`config.mk`:
```
export PLATFORM = sky130hd
export DESIGN_NAME = uart_tx_fifo
export DESIGN_NICKNAME = d
export VERILOG_FILES = /design/src/rtl/uart_tx_fifo.sv
export SDC_FILE = /design/constraint.sdc
export NUM_CORES = 1
export LEC_CHECK = 0
export ABC_AREA = 1
export CORE_ASPECT_RATIO = 1.75
export CORE_UTILIZATION = 50
export DETAILED_ROUTE_END_ITERATION = 8
export PLACE_DENSITY = 0.79
export RECOVER_POWER = 25
export SLEW_MARGIN = 10
export SYNTH_ARGS = -nofsm -noshare
export SYNTH_HDL_FRONTEND = slang
export SYNTH_SLANG_ARGS = --single-unit
```
`constraint.sdc`:
```
create_clock -name clk -period 2.33 [get_ports clk]
set_input_delay 0.233 -clock clk [delete_from_list [all_inputs] [get_ports clk]]
set_output_delay 0.233 -clock clk [all_outputs]
set_load 0.05 [all_outputs]
```
`src/rtl/uart_tx_fifo.sv`:
```
// Byte FIFO feeding a UART transmitter through a registered valid/ready offer.
// A four-state handshake FSM pops one byte per frame and holds it until the transmitter finishes.
module uart_tx_fifo #(
  parameter int DEPTH_LOG2 = 4,
  parameter int DW         = 8
) (
  input  logic                  clk,
  input  logic                  rstn,
  input  logic                  wr_en,
  input  logic [DW-1:0]         wr_data,
  input  logic                  flush,
  output logic                  full,
  output logic                  empty,
  output logic [DEPTH_LOG2:0]   count,
  output logic                  overflow,
  output logic                  tx_valid,
  output logic [DW-1:0]         tx_data,
  input  logic                  tx_ready
);

  localparam int DEPTH = 1 << DEPTH_LOG2;
  localparam logic [DEPTH_LOG2:0] DEPTH_CNT = (DEPTH_LOG2 + 1)'(DEPTH);

  typedef enum logic [1:0] {
    IDLE  = 2'd0,
    LOAD  = 2'd1,
    OFFER = 2'd2,
    BUSY  = 2'd3
  } state_t;

  logic [DW-1:0]         mem [DEPTH];
  logic [DEPTH_LOG2-1:0] wptr;
  logic [DEPTH_LOG2-1:0] rptr;
  state_t                state;
  logic                  seen_low;
  logic                  push;
  logic                  pop;

  assign full  = (count == DEPTH_CNT);
  assign empty = (count == '0);

  // A write is refused whenever storage is full, even if LOAD frees a slot this cycle.
  assign push = wr_en && !full && !flush;
  assign pop  = (state == LOAD) && !empty;

  // NOTE: storage carries no reset; it is only ever read at entries the pointers have written.
  always_ff @(posedge clk) begin
    if (push) mem[wptr] <= wr_data;
  end

  // NOTE: all sequential state uses non-blocking assignments so every register samples pre-edge values.
  always_ff @(posedge clk or negedge rstn) begin
    if (!rstn) begin
      wptr     <= '0;
      rptr     <= '0;
      count    <= '0;
      overflow <= 1'b0;
    end else begin
      overflow <= wr_en && full;
      if (flush) begin
        wptr  <= '0;
        rptr  <= '0;
        count <= '0;
      end else begin
        if (push) wptr <= wptr + 1'b1;
        if (pop)  rptr <= rptr + 1'b1;
        case ({push, pop})
          2'b10:   count <= count + 1'b1;
          2'b01:   count <= count - 1'b1;
          default: count <= count;
        endcase
      end
    end
  end

  // Flush deliberately leaves this block alone so an in-flight byte completes its handshake.
  always_ff @(posedge clk or negedge rstn) begin
    if (!rstn) begin
      state    <= IDLE;
      tx_valid <= 1'b0;
      tx_data  <= '0;
      seen_low <= 1'b0;
    end else begin
      case (state)
        IDLE: begin
          tx_valid <= 1'b0;
          if (!empty) state <= LOAD;
        end
        LOAD: begin
          if (!empty) begin
            tx_data  <= mem[rptr];
            tx_valid <= 1'b1;
            state    <= OFFER;
          end else begin
            state <= IDLE;
          end
        end
        OFFER: begin
          if (tx_ready) begin
            tx_valid <= 1'b0;
            seen_low <= 1'b0;
            state    <= BUSY;
          end
        end
        BUSY: begin
          // The transmitter drops ready while shifting the frame, then raises it when done.
          if (!seen_low) begin
            if (!tx_ready) seen_low <= 1'b1;
          end else if (tx_ready) begin
            state <= IDLE;
          end
        end
        default: state <= IDLE;
      endcase
    end
  end

  a_count_bound : assert property (@(posedge clk) disable iff (!rstn) count <= DEPTH_CNT);
  a_data_stable : assert property (@(posedge clk) disable iff (!rstn)
                                   (state != LOAD) |=> $stable(tx_data));

endmodule

```
; After elaboration in Yosys (flattened, before gate mapping)
; Memory sizes are Yosys's and may differ from the RTL's. A register that Yosys moved wholly into a read port is not among the register bits.
; Cells that the tools add are included.
[totals]
in_bits = 13
mem_count = 1
ram_bits = 128
register_bits = 18
out_inout_bits = 17
[mem_list]
columns = name, depth, word_bits, rd, rd_ports_with_merged_regs, write_ports, line
row1 = mem, 16, 8, 1, 1, 1, 31  ; logic [DW-1:0] mem [DEPTH];
[op_classes]
mux = 20
addsub = 4
eq_ne = 11
bitwise = 1
n_reduce_logical = 19
[ops]
columns = operator, count
row1 = two-way mux 4 bit, 4
row2 = two-way mux 2 bit, 5
row3 = inequality test 2 bit (second input constant), 5
row4 = one-hot mux 5 bit (2 select lines), 1
row5 = adder 4 x 1 -> 4 bit (second input constant), 2
row6 = one-hot mux 2 bit (4 select lines), 1
row7 = equality test 2 bit (second input constant), 3
row8 = two-way mux 1 bit, 6
row9 = nonzero test 2 bit, 3
row10 = nonzero test 3 bit, 2
row11 = adder 5 x 1 -> 5 bit (second input constant), 1
row12 = equality test 5 bit (second input constant), 1
row13 = logical NOT 5 bit, 1
row14 = two-way mux 5 bit, 1
row15 = subtractor 5 x 1 -> 5 bit (second input constant), 1
row16 = equality test 2 x 1 -> 1 bit (second input constant), 2
row17 = logical AND 1 bit, 4
row18 = logical NOT 1 bit, 4
row19 = AND reduction 2 bit, 2
row20 = AND reduction 4 bit, 1
row21 = one-hot mux 1 bit (3 select lines), 1
row22 = AND reduction 3 bit, 1
row23 = logical NOT 2 bit, 1
row24 = one-hot mux 1 bit (2 select lines), 1
row25 = NOT 1 bit, 1

; Depth between registers and ports, before layout
[depth]
word_depth = 7
depth_mapped = 16

; Least setup slack after synthesis
; OpenSTA, ideal clock, no wires.
[synth_timing]
path_kind = reg-to-reg
startpoint = register count[2]
endpoint = memory mem[1][0], enable pin
slack_ns = 0.007
required_ns = 1.947
period_less_slack_ns = 2.323
setup_time_ns = 0.383
n_path_buf = 0
path_stages_with_launch = 7
t_arrival_ns = 1.939
cell_sequence = dfrtp_1 > nor2_4 > nand3_2 > nand2_1 > inv_1 > nand3_1 > nor3_1
[synth_between]
elab_chain_len = 6
[synth_rtl]
columns = item, line
row1 = from (decl), 14  ; output logic [DEPTH_LOG2:0] count,
row2 = from (signal assigned), 68  ; 2'b10: count <= count + 1'b1;
row3 = from (signal assigned), 69  ; 2'b01: count <= count - 1'b1;
row4 = from (signal assigned), 70  ; default: count <= count;
row5 = equality test 5 bit, 39  ; assign full = (count == DEPTH_CNT);
row6 = logical NOT 1 bit, 43  ; assign push = wr_en && !full && !flush;
row7 = logical AND 1 bit (2 in a row), 43
row8 = two-way mux 1 bit, 48  ; if (push) mem[wptr] <= wr_data;
row9 = two-way mux 1 bit (implied by the code), 48
row10 = to (decl), 31
; No other way between the ends.

; Worst setup path after layout
[layout_timing]
startpoint = register count[0]
endpoint = register count[4]
[layout_between]
elab_chain_len = 7
[layout_rtl]
columns = item, line
row1 = equality test 5 bit, 39
row2 = logical NOT 1 bit, 43
row3 = logical AND 1 bit (2 in a row), 43
row4 = equality test 2 x 1 -> 1 bit / equality test 2 bit (equally long branches), 67  ; case ({push, pop})
row5 = one-hot mux 5 bit (2 select lines), 67
row6 = two-way mux 5 bit, 60  ; if (flush) begin
; Several ways; a longest one is shown, not always the timed one.
; A chain may end at the register's enable or synchronous reset.

==> flow_metrics.tcl <==
set metrics [dict create \
    status "finished, violations left" \
    violations "max-capacitance violations, max-slew violations" \
    vias 4449 \
    cp-end-kind "register" \
    drtPass1Iterations 5 \
    synth_cells 518 \
    syn_area_per_cell_sq_um 12.4 \
    arrival_ns 2.40 \
    rows 54 \
    ant_nets 0 \
    grt_max_degree 67 \
    grtUsageTotal 0.242 \
    cp.required_ns 2.63 \
    critPathMaxFanout 22 \
    fmax_ghz 0.477 \
    yosysSeqAreaShare 0.700 \
    slowest_delay_ns 0.48 \
    ios 30 \
    synthArstFlopShare 0.169 \
    cts_inserted_buffers 17 \
    coreArea_sq_mm 0.0125 \
    slew_headroom -0.0155 \
    start_kind "register" \
    p_total_mw 8.42 \
    rr_worst_depth 13 \
    insertion_delay_ns 0.41 \
    portBuffers 29 \
    diodes 0 \
    grt_pass1_wl_um 23400 \
    htree_levels 4 \
    min_from "wr_en" \
    drc 0 \
    gp_congestion 0.878 \
    setup_viol 0 \
    hold_viol_final 0 \
    crit_buf_inv 3 \
    hold_end "overflow$_DFF_PN0_" \
    dieHeight_um 152 \
    powerDensity_mw_per_mm2 1110 \
    clockRootBuffer "clkbuf_16" \
    fin_crit_sh 0.899 \
    rsz0062_at_grt "no" \
    synth_edf_count 128 \
    most-common-layout-cells "128 x edfxtp_1, 94 x nor2_1, 58 x o21ai_0, 30 x nand2_1, 29 x buf_4" \
    critPathTopFamily "simple AND/OR/NAND/NOR gates" \
    ys_warn_count 0 \
    cp_slowest_cell "dfrtp_1" \
    syn_area_sq_mm 0.00642 \
    peakVddDrop_uv 868 \
    post-cts-setup-buffers 0 \
    hold_path.class "input pin to register" \
    cts_tree "done" \
    reg2reg_setup_slack_ns 0.23 \
    skew_ns 0.00564 \
    drt_iter0_markers 610 \
    gr-total-overflow 0 \
    synth_nets 538 \
    dpl.hpwl_um 9830 \
    clock_sinks 154 \
    vias_per_cell 5.93 \
    dieArea_sq_mm 0.0133 \
    min_period_ns 2.10 \
    initial_core_util 0.514 \
    worst_pin_slew_ns 1.52 \
    final_util 0.607 \
    yosys_most_used_dff "edfxtp_1" \
    antenna_found_initial 0 \
    yosys.area.top_type "edfxtp_1" \
    grt_pass1_vias 4391 \
    final_common_cell "edfxtp_1" \
    drive_above_1_share 0.132 \
    wl_per_cell_um 19.9 \
    leakagePower_nw 2.72 \
    synth_area_leaders "edfxtp_1 60%, dfrtp_1 10%, nor2_1 5.5%, o21ai_0 4.5%, o221ai_1 2.6%" \
    area_delta_synth_final_pct 18.1 \
    tns_ns 0 \
    path_cells "nor2_4 -> nand3_4 -> nand2_4 -> inv_6 -> nand2_4 -> inv_2 -> ha_1 -> inv_1 -> nor2_1 -> nor2_1 -> nand3b_1 -> nand3_1 -> nand2_1" \
    cts.path.max_buffers 2 \
    r2r-end "count[4]$_DFFE_PN0P_" \
    cts.clk_slew.worst_paths_ns 0.06 \
    yosysTopAreaCellShare 0.598 \
    path_class "register to register" \
    max_cap_violations 1 \
    finalMaxSlewViolations 27 \
    regToRegStartpoint "count[0]$_DFFE_PN0P_" \
    finalWirelength_um 14900 \
    yosysUniqueCellTypes 33 \
    hold_depth 3 \
    ys_ff_latch 154 \
    die_w_um 87.7 \
    fin_nets 590 \
]
synth_stat cells (2+ instances only):
cell type / instances
o22ai_1: 13
nor2_1: 94
o21ai_0: 58
edfxtp_1: 128
nand3_1: 19
a21oi_1: 5
inv_1: 21
buf_2: 6
nand2_1: 30
nand3_4: 2
buf_4: 2
a31oi_1: 8
nor3_1: 6
o221ai_1: 19
inv_2: 5
o21ai_1: 21
nor2_2: 2
clkbuf_1: 13
buf_6: 5
nand2_4: 2
nand2_2: 2
nand3_2: 3
o211ai_1: 13
ha_1: 7
dfrtp_1: 26
registers in the layout, indices dropped and copies added (netlist names), named ones only:
name	count
seen_low	1
tx_data	8
mem	128
count	5
wptr	4
overflow	1
state	1
tx_valid	1
rptr	4
area by class of cell:
cell class	instances	area (sq um)
Fill cell	916	4910
Clock buffer	18	429
Timing Repair Buffer	60	533
Sequential cell	154	4490
Tap cell	168	210
Clock inverter	13	154
Multi-Input combinational cell	310	1660
Inverter	27	106
report_power, final:
part | leakage, nW | switching, mW | internal [mW]
sequential | 1.48 | 0.162 | 3.17
combinational | 0.969 | 1.67 | 0.729
clock | 0.269 | 1.03 | 1.66
total | 2.72 | 2.86 | 5.57
kinds of logic after synthesis:
kind of cell	share of synthesized area
simple gates	0.114
flops	0.700
compound gates	0.129
buf+inv	0.0423
fa+ha+maj	0.0136
xor+xnor	0.00136
worst register-to-register path: cells and delay by family (launching register included):
kind	cells	cell delay, ns
buf+inv	3	0.25
simple gates	9	0.95
flops	1	0.48
fa+ha+maj	1	0.31
worst max-delay path by stage:
stage / start / endpoint / cells past startpoint
finish: count[0]$_DFFE_PN0P_ / count[4]$_DFFE_PN0P_ / 13
detailed placement: count[0]$_DFFE_PN0P_ / count[4]$_DFFE_PN0P_ / 13
global route: count[0]$_DFFE_PN0P_ / count[4]$_DFFE_PN0P_ / 13
global placement: wr_en / mem[9][2]$_DFFE_PP_ / 6
CTS: count[0]$_DFFE_PN0P_ / empty / 4
floorplan: count[2]$_DFFE_PN0P_ / mem[1][0]$_DFFE_PP_ / 6
per-stage QoR:
step,setup WS (ns),cells,hold slack (ns),area [sq um]
after detailed placement,0.253,719,0.522,7010
final,0.235,750,0.465,7590
after global routing,0.120,750,0.484,7590
after CTS,0.0257,750,0.204,7590
after global placement,0.337,719,0.497,7010
after floorplan,0.00746,518,-0.0626,6420
layer usage:
| metal | GRT usage | up-vias | part of all wire |
|---|---|---|---|
| li1 | - | 2003 | - |
| met1 | 0.278 | 2161 | 0.35 |
| met2 | 0.420 | 236 | 0.54 |
| met3 | 0.0478 | 49 | 0.059 |
| met4 | 0.120 | 0 | 0.046 |
| met5 | 0 | - | 0 |
timing repair:
action | 4_1_cts | 5_1_grt
hold buffers | 0 | 0
resized for setup | 1 | 1
setup endpoints to repair | 1 | 1
hold endpoints to repair | 0 | 0
Note: power is estimated with default switching activity, not from simulation.
